===== src/rtl/riscv_biu_arbiter.sv =====
// Round-robin BIU port arbiter with lock support and an in-order routing FIFO
// that steers ack/err/d_ack back to the master owning each outstanding transaction.
module riscv_biu_arbiter #(
  parameter int XLEN           = 32,
  parameter int PLEN           = XLEN,
  parameter int MASTERS        = 2,
  parameter int INFLIGHT_DEPTH = 2,
  localparam int CW            = $clog2(INFLIGHT_DEPTH + 1)
) (
  input  logic               rst_ni,
  input  logic               clk_i,

  input  logic [MASTERS-1:0] m_stb_i,
  output logic [MASTERS-1:0] m_stb_ack_o,
  input  logic [PLEN-1:0]    m_adri_i [MASTERS],
  input  logic [2:0]         m_size_i [MASTERS],
  input  logic [2:0]         m_type_i [MASTERS],
  input  logic [2:0]         m_prot_i [MASTERS],
  input  logic [MASTERS-1:0] m_lock_i,
  input  logic [MASTERS-1:0] m_we_i,
  input  logic [XLEN-1:0]    m_d_i    [MASTERS],
  output logic [MASTERS-1:0] m_d_ack_o,
  output logic [PLEN-1:0]    m_adro_o [MASTERS],
  output logic [XLEN-1:0]    m_q_o    [MASTERS],
  output logic [MASTERS-1:0] m_ack_o,
  output logic [MASTERS-1:0] m_err_o,

  output logic               biu_stb_o,
  output logic [PLEN-1:0]    biu_adri_o,
  output logic [2:0]         biu_size_o,
  output logic [2:0]         biu_type_o,
  output logic               biu_lock_o,
  output logic [2:0]         biu_prot_o,
  output logic               biu_we_o,
  output logic [XLEN-1:0]    biu_d_o,
  input  logic               biu_stb_ack_i,
  input  logic               biu_d_ack_i,
  input  logic [PLEN-1:0]    biu_adro_i,
  input  logic [XLEN-1:0]    biu_q_i,
  input  logic               biu_ack_i,
  input  logic               biu_err_i,

  output logic [CW-1:0]      inflight_cnt_o
);

  localparam int MW = $clog2(MASTERS);
  localparam int PW = (INFLIGHT_DEPTH > 1) ? $clog2(INFLIGHT_DEPTH) : 1;

  typedef struct packed {
    logic [MW-1:0] owner;
    logic          we;
    logic [3:0]    cnt;
  } entry_t;

  entry_t        fifo [INFLIGHT_DEPTH];
  entry_t        head;
  logic [PW-1:0] rd_ptr, wr_ptr;
  logic [CW-1:0] count;
  logic [MW-1:0] last_grant, lock_owner, sel, rr_start;
  logic          lock_valid;
  logic          empty, full, block, accept, pop, dec, found;
  int unsigned   rr_idx;

  function automatic logic [3:0] burst_cnt(input logic [2:0] t);
    case (t[2:1])
      2'd0:    return 4'd0;
      2'd1:    return 4'd3;
      2'd2:    return 4'd7;
      default: return 4'd15;
    endcase
  endfunction

  function automatic logic [PW-1:0] ptr_inc(input logic [PW-1:0] p);
    return (p == PW'(INFLIGHT_DEPTH - 1)) ? '0 : p + 1'b1;
  endfunction

  assign head  = fifo[rd_ptr];
  assign empty = (count == '0);
  assign full  = (count == CW'(INFLIGHT_DEPTH));

  // Round-robin search starts one past the last grant; an active lock overrides it.
  always_comb begin
    rr_start = (last_grant == MW'(MASTERS - 1)) ? '0 : last_grant + 1'b1;
    sel      = rr_start;
    found    = 1'b0;
    rr_idx   = 0;
    for (int unsigned i = 0; i < MASTERS; i++) begin
      rr_idx = (int'(rr_start) + i) % MASTERS;
      if (!found && m_stb_i[rr_idx]) begin
        sel   = MW'(rr_idx);
        found = 1'b1;
      end
    end
    if (lock_valid) sel = lock_owner;
  end

  // A write occupies the FIFO alone, so a write head means a write is in flight.
  assign block     = full | (m_we_i[sel] & ~empty) | (~empty & head.we);
  assign biu_stb_o = m_stb_i[sel] & ~block;
  assign accept    = biu_stb_o & biu_stb_ack_i;

  assign biu_adri_o = m_adri_i[sel];
  assign biu_size_o = m_size_i[sel];
  assign biu_type_o = m_type_i[sel];
  assign biu_lock_o = m_lock_i[sel];
  assign biu_prot_o = m_prot_i[sel];
  assign biu_we_o   = m_we_i[sel];
  assign biu_d_o    = biu_stb_o ? m_d_i[sel] : m_d_i[head.owner];

  assign pop = ~empty & (biu_err_i | (biu_ack_i & (head.cnt == '0)));
  assign dec = ~empty & biu_ack_i & ~biu_err_i & (head.cnt != '0);

  always_comb begin
    m_stb_ack_o      = '0;
    m_ack_o          = '0;
    m_err_o          = '0;
    m_d_ack_o        = '0;
    m_stb_ack_o[sel] = accept;
    if (!empty) begin
      m_ack_o[head.owner]   = biu_ack_i;
      m_err_o[head.owner]   = biu_err_i;
      m_d_ack_o[head.owner] = biu_d_ack_i;
    end
    for (int unsigned i = 0; i < MASTERS; i++) begin
      m_adro_o[i] = biu_adro_i;
      m_q_o[i]    = biu_q_i;
    end
  end

  assign inflight_cnt_o = count;

  always_ff @(posedge clk_i or negedge rst_ni) begin
    if (!rst_ni) begin
      rd_ptr     <= '0;
      wr_ptr     <= '0;
      count      <= '0;
      lock_valid <= 1'b0;
      lock_owner <= '0;
      last_grant <= MW'(MASTERS - 1);
      for (int unsigned i = 0; i < INFLIGHT_DEPTH; i++) fifo[i] <= '0;
    end else begin
      if (accept) begin
        fifo[wr_ptr] <= entry_t'{owner: sel, we: m_we_i[sel], cnt: burst_cnt(m_type_i[sel])};
        wr_ptr       <= ptr_inc(wr_ptr);
        last_grant   <= sel;
      end
      if (dec) fifo[rd_ptr].cnt <= head.cnt - 4'd1;
      if (pop) rd_ptr <= ptr_inc(rd_ptr);

      case ({accept, pop})
        2'b10:   count <= count + 1'b1;
        2'b01:   count <= count - 1'b1;
        default: count <= count;
      endcase

      if (accept && m_lock_i[sel]) begin
        lock_valid <= 1'b1;
        lock_owner <= sel;
      end else if (lock_valid && !m_lock_i[lock_owner]) begin
        lock_valid <= 1'b0;
      end
    end
  end

endmodule

===== config.mk =====
export PLATFORM = sky130hd
export DESIGN_NAME = riscv_biu_arbiter
export DESIGN_NICKNAME = d
export VERILOG_FILES = /design/src/rtl/riscv_biu_arbiter.sv
export SDC_FILE = /design/constraint.sdc
export NUM_CORES = 1
export LEC_CHECK = 0
export ABC_AREA = 1
export BUFFER_PORTS_ARGS = -buffer_cell sky130_fd_sc_hd__clkbuf_2
export CAP_MARGIN = 20
export CORE_AREA = 2 2 168 170
export CTS_CLUSTER_DIAMETER = 150
export DETAILED_ROUTE_END_ITERATION = 16
export DIE_AREA = 0 0 170 172
export PLACE_DENSITY_LB_ADDON = 0.1
export SYNTH_ARGS = -nofsm -noshare
export SYNTH_HDL_FRONTEND = slang
export SYNTH_SLANG_ARGS = --single-unit

===== constraint.sdc =====
create_clock -name clk_i -period 2.89 [get_ports clk_i]
set_input_delay 0.578 -clock clk_i [delete_from_list [all_inputs] [get_ports clk_i]]
set_output_delay 0.578 -clock clk_i [all_outputs]
set_load 0.02 [all_outputs]

==> flow_summary.yaml, run 1 <==
power:
  finalPower_mw: 6.15
  powerDensity_nw_per_um2: 1280
  p_leak_nw: 2.78
  peakVddDrop_mv: 0.395
synth:
  syn_area_per_cell_sq_um: 6.21
  synthesis.area_sq_um: 3990
  ys_ff_latch: 19
  yosys.area_share.simple_pct: 29.3
  synth_fa_ha_area_share_pct: 0.940
  syn-instance-count: 643
  synth_edf_count: 0
  ys.flop_type: "dfrtp_1"
  syn_nets: 868
  synthXorXnorAreaFrac_pct: 1.10
  async_flop_share_pct: 100
  synth_cell_types: 35
  muxShareOfSynthArea_pct: 0.501
  synth_warnings: 0
  synth_top_family_by_area: "buffers and inverters"
  synth_compound_area_share_pct: 21.5
  ys_seq_area_share_pct: 11.9
sta:
  hold_violations: 0
  skew_ns: 0.00689
  setup_viol: 0
  fin_crit_ns: 2.70
  maxSlewHeadroom_pct: 61.1
  fin_ws_ns: 0.188
  clock.fmax_ghz: 0.370
  tightest_slew_ns: 0.584
  period_share_pct: 93.5
  grt_setup_unrepaired: "false"
  final_max_slew_viol_count: 0
  tns_ns: 0
global_route:
  grtUsageTotal_pct: 9.26
  grt_max_degree: 64
  first_global_vias: 3874
  antenna_found_initial: 0
  gr-total-overflow: 0
  grt_pass1_wl_um: 21500
die:
  core_area_sq_um: 27500
  die_w_um: 170
  die_y_um: 172
  dieArea_sq_um: 29200
  start_util_pct: 14.5
  core.rowCount: 61
  io_pins: 436
clocking:
  clock_sinks: 19
  numCtsBuffers: 3
  cts_setup_buffers: 0
  clockRootBuffer: "clkbuf_16"
  htree_levels: 1
  clock_latency_ns: 0.26
  cts_tree: "built"
  path_clk_slew_ns: 0.07
  cts_buffer_depth: 2
run_status:
  outcome: "complete, no violations"
place:
  place_area_sq_um: 4620
  pre_cts_ws_ns: 0.194
  portBuffers: 243
  routabilityCongestion: 0.685
  hpwl_um: 12100
cells_and_area:
  num-nets-final: 970
  multiInputGateArea_sq_um: 2150
  final_area_sq_um: 4800
  drive_gt1_share_pct: 44.4
  synthToLayoutAreaGrowth_pct: 20.3
  regArea_sq_um: 478
  diodes: 0
  fillers: 3247
route:
  via_per_inst: 3.79
  vias: 4128
  ant_nets: 0
  drc: 0
  finalWirelength_um: 15300
  wire_per_inst_um: 14.1
  drtPass1Iterations: 4
  drt_iter0_drc: 177
worst_hold_path:
  hp-class: "input pin to async pin"
setup_path:
  reg2reg_depth: 9
  criticalPathCategory: "flip-flop to output port"
  crit_arrival_ns: 2.12
  worstSetupStartpointType: "flip-flop"
  worst_ep_required_time_ns: 2.31
  path_max_fanout: 15
  cp-end-kind: "output port"
job:
  cap_violations: 0
[cells in the final DEF, fill, tap and decap left out, types with 2 or more instances in the layout]
master,n
clkbuf_2,240
nand2_1,237
inv_1,55
o21ai_0,41
o211ai_2,23
o21ai_2,23
dfrtp_1,17
o21ai_1,14
nand3_1,12
nor2_1,11
o211ai_1,9
clkbuf_16,6
nand2_2,5
buf_4,5
inv_2,4
buf_12,4
nand2_4,3
a21oi_1,3
xnor2_1,3
ha_1,3
buf_2,3
mux2i_1,2
or2_2,2
nor3_1,2
nand4_1,2
nand4_2,2
xor2_1,2
[worst paths after layout]
kind	startpoint	to	slack, ns
worst min-delay path	rst_ni	fifo[2]	0.30
min in group clk_i	last_grant	last_grant	0.48
max in group asynchronous	rst_ni	rd_ptr	2.17
worst max register to register	rd_ptr	inflight_cnt_o[1]	0.55
worst min register to register	last_grant	last_grant	0.48
worst max-delay path	last_grant	biu_d_o[26]	0.19
[kinds of logic after synthesis]
| logic type | after synthesis |
|---|---|
| mux | 2 |
| compound gates | 114 |
| buf+inv | 219 |
| simple gates | 281 |
| xor+xnor | 5 |
| flops | 19 |
| fa+ha+maj | 3 |
[synth_stat cells, types with 6 or more instances]
library cell	number	area (sq um)
buf_4	130	976
buf_2	12	60.1
nand2_2	7	43.8
nor2_1	11	41.3
inv_1	55	206
dfrtp_1	18	450
nand2_1	237	890
nand3_1	12	60.1
o21ai_1	14	70.1
clkbuf_1	9	33.8
o211ai_1	9	67.6
o211ai_2	23	288
o21ai_2	23	201
buf_6	6	67.6
o21ai_0	41	205
[metrics by stage]
| stage | hold WS (ns) | cells | utilization, % |
|---|---|---|---|
| detailed placement | 0.465 | 1083 | 16.8 |
| global route | 0.352 | 1090 | 17.5 |
| floorplan | 0.282 | 643 | - |
| CTS | 0.334 | 1087 | 17.1 |
| global placement | 0.472 | 1083 | 16.8 |
| finish | 0.305 | 1090 | 17.5 |
[timing repair]
action / CTS / global route
hold buffers: 0 / 0
hold endpoints to repair: 0 / 0
gates resized for setup: 0 / 7
setup endpoints to repair: 0 / 11
[routing by layer]
metal	share of wire [%]	global-route usage (%)
met1	39	10.3
met2	49	17.2
met3	9.0	2.47
met4	2.6	2.90
met5	0	0
[area by class of cell]
class | count | share of cell area (%)
flip-flops and latches | 19 | 9.95
inverters | 60 | 4.69
well taps | 346 | 9.01
multi-input cells | 405 | 44.7
repair buffers | 256 | 29.9
clock buffers | 3 | 1.56
clock inverters | 1 | 0.156
[power breakdown]
group | switching (mW) | internal [mW] | leakage, nW
Combinational | 3.48 | 1.83 | 2.52
Clock | 0.122 | 0.188 | 0.0371
Sequential | 0.117 | 0.408 | 0.226
[critical path, cell delays in order (launching register included)]
cell	delay [ns]
dfstp_2	0.55
nor2_1	0.05
nor2_2	0.08
nand2_2	0.07
nand2_4	0.11
nand2_2	0.07
nand3_2	0.09
nand2_4	0.09
nand2_8	0.17
buf_12	0.18
o211ai_1	0.09
o21ai_1	0.09
clkbuf_2	0.19
(Power assumes the default switching activity.)
==> inputs of run 2 (changes only) <==
--- a/config.mk
+++ b/config.mk
@@ -5,13 +5,12 @@
 export SDC_FILE = /design/constraint.sdc
 export NUM_CORES = 1
 export LEC_CHECK = 0
-export ABC_AREA = 1
 export BUFFER_PORTS_ARGS = -buffer_cell sky130_fd_sc_hd__clkbuf_2
 export CAP_MARGIN = 20
-export CORE_AREA = 2 2 168 170
+export CORE_AREA = 2 2 169 171
 export CTS_CLUSTER_DIAMETER = 150
 export DETAILED_ROUTE_END_ITERATION = 16
-export DIE_AREA = 0 0 170 172
+export DIE_AREA = 0 0 171 173
 export PLACE_DENSITY_LB_ADDON = 0.1
 export SYNTH_ARGS = -nofsm -noshare
 export SYNTH_HDL_FRONTEND = slang
==> constraint.sdc (replaced) <==
create_clock -name clk_i -period 2.89 [get_ports clk_i]
set_input_delay 0.578 -clock clk_i [delete_from_list [all_inputs] [get_ports clk_i]]
set_output_delay 0.578 -clock clk_i [all_outputs]
set_load 0.05 [all_outputs]
==> run 2 against run 1 <==
  * The flow now finishes with violations (setup timing)
  * Clock skew decreased by 0.0052 ns
  * Maximum frequency decreased by 15%
  * Register-to-register slack got worse by 0.11 ns
  * Highest routed layer unchanged
==> flow_summary.yaml, run 2 <==
power:
  p_leak_nw: 2.65
  powerDensity_nw_per_um2: 1550
  peakVddDrop_mv: 0.435
setup_path:
  crit_arrival_ns: 2.58
  reg2reg_depth: 9
  r2r-end: "fifo[6]"
  r2r_setup_slack_ns: 0.44
  cp-end-kind: "output port"
  criticalPathCategory: "flip-flop to output port"
  rr_startpoint: "rd_ptr"
  worst_ep_required_time_ns: 2.31
  worstSetupStartpointType: "flip-flop"
  path_max_fanout: 8
sta:
  setup_viol: 32
  grt_setup_unrepaired: "true"
  period_share_pct: 109
  tns_ns: -7.87
  skew_ns: 0.00172
  fin_crit_ns: 3.16
  maxSlewHeadroom_pct: 57.4
  final_max_slew_viol_count: 0
  tightest_slew_ns: 0.621
  hold_violations: 0
  clock.fmax_ghz: 0.316
  fin_ws_ns: -0.272
cells_and_area:
  drive_gt1_share_pct: 59.7
  final_area_sq_um: 4980
  final_cell_mix: "clkbuf_2 (172), nand2_1 (133), mux2_4 (33), buf_4 (33), buf_8 (31)"
  layout_commonest_cell: "clkbuf_2"
  multiInputGateArea_sq_um: 1790
  final_util_pct: 18.0
  num-nets-final: 804
  regArea_sq_um: 479
  fillers: 3137
  diodes: 0
  synthToLayoutAreaGrowth_pct: 51.1
place:
  pre_cts_ws_ns: -0.269
  routabilityCongestion: 0.813
  place_area_sq_um: 4360
  portBuffers: 243
  hpwl_um: 11900
route:
  drt_iter0_drc: 67
  via_per_inst: 3.46
  ant_nets: 0
  drc: 0
  drtPass1Iterations: 4
  finalWirelength_um: 13700
  wire_per_inst_um: 14.3
  vias: 3307
die:
  die_y_um: 173
  io_pins: 436
  die_w_um: 171
  dieArea_sq_um: 29600
  core.rowCount: 61
  core_area_sq_um: 27600
  start_util_pct: 11.9
clocking:
  htree_levels: 1
  clock_latency_ns: 0.26
  numCtsBuffers: 3
  cts_buffer_depth: 2
  path_clk_slew_ns: 0.06
  clock_sinks: 19
  clockRootBuffer: "clkbuf_16"
  cts_tree: "built"
  cts_hold_buf: 0
synth:
  syn_area_per_cell_sq_um: 7.56
  ys_top_cells_by_count: "nand2_1 (133), buf_4 (128), mux2_4 (31), dfrtp_1 (18), nor2_1 (17)"
  synthesis.area_sq_um: 3290
  ys_ff_latch: 19
  synth_most_common_cell: "nand2_1"
  async_flop_share_pct: 100
  synth_warnings: 0
  synth_edf_count: 0
  syn_nets: 661
  synth_area_leader_cell: "buf_4"
  ys.flop_type: "dfrtp_1"
  synth_area_leaders: "buf_4 (29%), nand2_1 (15%), mux2_4 (14%), dfrtp_1 (14%), mux2i_1 (3.6%)"
  synth_cell_types: 49
  netlist.area_leader.share_pct: 29.2
  ys_seq_area_share_pct: 14.5
  syn-instance-count: 436
run_status:
  outcome: "finished with violations"
  failed_checks: "setup timing"
global_route:
  first_global_vias: 3603
  grt_max_degree: 40
  gr-total-overflow: 0
  antenna_found_initial: 0
  grtUsageTotal_pct: 8.64
  grt_pass1_wl_um: 19600
worst_hold_path:
  hp-class: "input pin to async pin"
job:
  cap_violations: 0
-- run 2: cell types whose count changed after synthesis, moves of 21 or more --
cell	previous run	this run
inv_1	55	8
mux2_4	0	31
nand2_1	237	133
o211ai_2	23	0
o21ai_0	41	10
o21ai_2	23	2
-- run 2: final cells by class --
cell class	instances	area share (%)
multi-input cells	263	35.9
flip-flops and latches	19	9.63
well taps	378	9.50
repair buffers	284	42.8
clock buffers	4	1.58
inverters	8	0.603
-- run 2: timing repair --
item | 4_1_cts | 5_1_grt
gates resized for setup | 75 | 86
buffers inserted | 8 | 1
pin swaps | 6 | 4
cloned | 2 | 0
setup endpoints to repair | 32 | 61
-- run 2: how the worst max path moves through the flow --
stage                     from          end  slack, ns  cells past startpoint
finish              last_grant  biu_d_o[28]      -0.27                      9
global route        last_grant  biu_d_o[28]      -0.40                      9
CTS                     rd_ptr  biu_d_o[15]      -0.37                     10
detailed placement  m_stb_i[0]  biu_d_o[28]      -0.27                      9
global placement     m_we_i[1]  biu_d_o[28]      -0.27                      9
floorplan            m_we_i[1]  biu_d_o[10]      -0.14                      7
-- run 2: layer usage --
metal  global-route usage [%]  wire length, um  vias to the layer above
li1                         -                -                     1567
met1                     7.15             4140                     1461
met2                     18.4             7680                      263
met3                     3.04             1660                       16
met4                     2.37              172                        0
met5                        0                0                        -
-- run 2: power breakdown --
group          switching (mW)  leakage [nW]  internal (mW)
sequential              0.113         0.228          0.409
combinational            4.00          2.38           2.89
clock                   0.115        0.0382          0.189
total                    4.23          2.65           3.49
-- run 2: kinds of logic after synthesis --
family | share of synthesized area (%)
AO/OA/AOI/OAI | 8.62
XOR/XNOR | 1.86
adder cells (fa/ha/maj) | 1.44
buffers and inverters | 33.1
flip-flops | 14.5
multiplexers | 20.2
AND/OR/NAND/NOR | 20.3
-- run 2: critical path, cell delays in order, from the launching register on --
cell       delay (ns)
dfstp_2          0.58
a21boi_4         0.07
a311oi_2         0.30
nand2_1          0.14
o2bb2ai_4        0.17
mux2i_4          0.27
buf_12           0.16
buf_12           0.14
mux2_4           0.33
buf_8            0.16
-- run 2: per-stage QoR --
step | hold WS, ns | total power, mW | cells
floorplan | 0.282 | 5.26 | 436
global placement | 0.489 | 6.41 | 942
detailed placement | 0.498 | 6.40 | 942
CTS | 0.307 | 7.65 | 956
global route | 0.339 | 8.18 | 956
finish | 0.287 | 7.72 | 956
==> inputs of run 3 (changes only) <==
--- a/config.mk
+++ b/config.mk
@@ -8,10 +8,12 @@
 export BUFFER_PORTS_ARGS = -buffer_cell sky130_fd_sc_hd__clkbuf_2
 export CAP_MARGIN = 20
 export CORE_AREA = 2 2 169 171
+export CTS_BUF_LIST = sky130_fd_sc_hd__clkbuf_2 sky130_fd_sc_hd__clkbuf_4 sky130_fd_sc_hd__clkbuf_8
 export CTS_CLUSTER_DIAMETER = 150
 export DETAILED_ROUTE_END_ITERATION = 16
 export DIE_AREA = 0 0 171 173
 export PLACE_DENSITY_LB_ADDON = 0.1
+export RECOVER_POWER = 50
 export SYNTH_ARGS = -nofsm -noshare
 export SYNTH_HDL_FRONTEND = slang
 export SYNTH_SLANG_ARGS = --single-unit
==> run 3 against run 2 <==
  * The run still ends with setup timing left
  * Global-route usage is essentially flat
  * Clock-buffer cell count is the same
  * First-iteration DRC count is the same
  * Critical endpoint unchanged
  * Worst setup slack lost 0.015 ns
  * Combinational power is essentially flat
  * Power shrank 1.4%
  * Register-to-register slack is essentially flat
  * Core utilization shrank 0.15 points
  * Critical path depth is the same
  * Clock skew grew 0.00056 ns
==> flow_summary.yaml, run 3 (synthesized netlist as in run 2, its figures left out) <==
run_status:
  outcome: "finished with violations"
  failed_checks: "setup timing"
sta:
  tns_ns: -8.31
  fin_ws_ns: -0.288
  final_max_slew_viol_count: 0
  fin_crit_ns: 3.18
  setup_viol: 32
  hold_violations: 0
  maxSlewHeadroom_pct: 25.0
  period_share_pct: 110
  skew_ns: 0.00228
  tightest_slew_ns: 1.12
  clock.fmax_ghz: 0.315
  whs_ns: 0.496
  grt_setup_unrepaired: "true"
global_route:
  first_global_vias: 3603
  use_met2_pct: 18.4
  grt_max_degree: 40
  gr-total-overflow: 0
  use_met1_pct: 7.15
  grt_pass1_wl_um: 19600
  busiest_layer: "met2"
  grt_use_met3_pct: 3.04
  antenna_found_initial: 0
  grtUsageTotal_pct: 8.64
power:
  swShare_pct: 55.4
  powerDensity_nw_per_um2: 1540
  pwr-share-clk_pct: 2.8
  internal_power_mw: 3.40
  p_comb_share_pct: 90.4
  p_sw_mw: 4.21
  p_leak_nw: 2.63
  peakVddDrop_mv: 0.435
  p_seq_share_pct: 6.8
setup_path:
  cp-end-kind: "output port"
  crit_chain: "a21boi_4 -> a311oi_2 -> nand2_1 -> o2bb2ai_4 -> mux2i_4 -> buf_12 -> buf_12 -> mux2_4 -> buf_8"
  path_max_fanout: 8
  cp_common_cell: "buf_12"
  worst_ep_required_time_ns: 2.31
  critPathMaxStageDelay_ns: 0.59
  slowest_stage: "dfstp_2"
  r2r_setup_slack_ns: 0.44
  worstSetupStartpointType: "flip-flop"
  criticalPathCategory: "flip-flop to output port"
  crit_arrival_ns: 2.60
cells_and_area:
  final_util_pct: 17.9
  synthToLayoutAreaGrowth_pct: 49.8
  num-nets-final: 804
  drive_gt1_share_pct: 59.7
  diodes: 0
  final_area_sq_um: 4940
  final_cell_mix: "clkbuf_2 (171), nand2_1 (133), mux2_4 (33), buf_4 (33), buf_8 (31)"
  layout_commonest_cell: "clkbuf_2"
clocking:
  clock_sinks: 19
  cts_hold_buf: 0
  cts_buffer_depth: 2
  cts_tree: "built"
  clock_latency_ns: 0.27
  clockRootBuffer: "clkbuf_8"
  path_clk_slew_ns: 0.08
  numCtsBuffers: 3
  htree_levels: 1
place:
  hpwl_um: 11900
  place_area_sq_um: 4360
  routabilityCongestion: 0.813
  portBuffers: 243
die:
  core_area_sq_um: 27600
  io_pins: 436
  start_util_pct: 11.9
  core.rowCount: 61
  die_y_um: 173
  dieArea_sq_um: 29600
  die_w_um: 171
route:
  drc: 0
  vias: 3300
  finalWirelength_um: 13600
  drt_iter0_drc: 67
  ant_nets: 0
  via_per_inst: 3.45
  wire_per_inst_um: 14.2
  drtPass1Iterations: 4
job:
  cap_violations: 0
worst_hold_path:
  hp-class: "input pin to async pin"
-- run 3: critical path: cells and delay by family (launching register included) --
kind / cells / cell delay, ns
muxes: 2 / 0.60
DFF: 1 / 0.59
buffers and inverters: 3 / 0.46
and+or+nand+nor: 1 / 0.14
AOI/OAI and AO/OA: 3 / 0.54
-- run 3: final timing paths --
kind                               endpoint  cells after the start       start
worst max-delay path            biu_d_o[28]                      9  last_grant
worst min-delay path                fifo[8]                      1      rst_ni
worst max register to register      fifo[6]                      9      rd_ptr
worst min register to register       wr_ptr                      1      wr_ptr
max in group asynchronous        lock_valid                      1      rst_ni
min in group clk_i                   wr_ptr                      1      wr_ptr
-- run 3: repair_timing --
item,4_1_cts,5_1_grt
resized for setup,75,82
cloned,2,0
hold endpoints to repair,0,0
pin swaps,6,5
endpoints found under the setup margin,32,69
buffers inserted,8,1
-- run 3: stage by stage --
step	std cells	power, mW	setup slack, ns
2_1_floorplan	436	5.26	-0.141
3_3_place_gp	942	6.41	-0.267
3_5_place_dp	942	6.40	-0.269
4_1_cts	956	7.55	-0.388
5_1_grt	956	8.08	-0.429
6_report	956	7.61	-0.288
-- run 3: layout make-up --
type	instances	area, sq um
fill	3142	22700
timing repair buffer	284	2120
multi-input combinational	263	1790
sequential	19	479
tap	378	473
clock buffer	4	48.8
inverter	8	30.0
-- run 3: layer usage --
| layer | up-vias | routed length (um) |
|---|---|---|
| met2 | 259 | 7630 |
| li1 | 1565 | - |
| met5 | - | 0 |
| met1 | 1460 | 4170 |
| met4 | 0 | 176 |
| met3 | 16 | 1630 |
-- run 3: power groups by stage --
| stage | clock (mW) | combinational (mW) | sequential [mW] |
|---|---|---|---|
| CTS | 0.221 | 6.81 | 0.520 |
| global route | 0.232 | 7.30 | 0.549 |
| finish | 0.211 | 6.88 | 0.521 |
| floorplan | 0 | 4.72 | 0.543 |
| global placement | 0 | 5.88 | 0.526 |
| detailed placement | 0 | 5.87 | 0.526 |
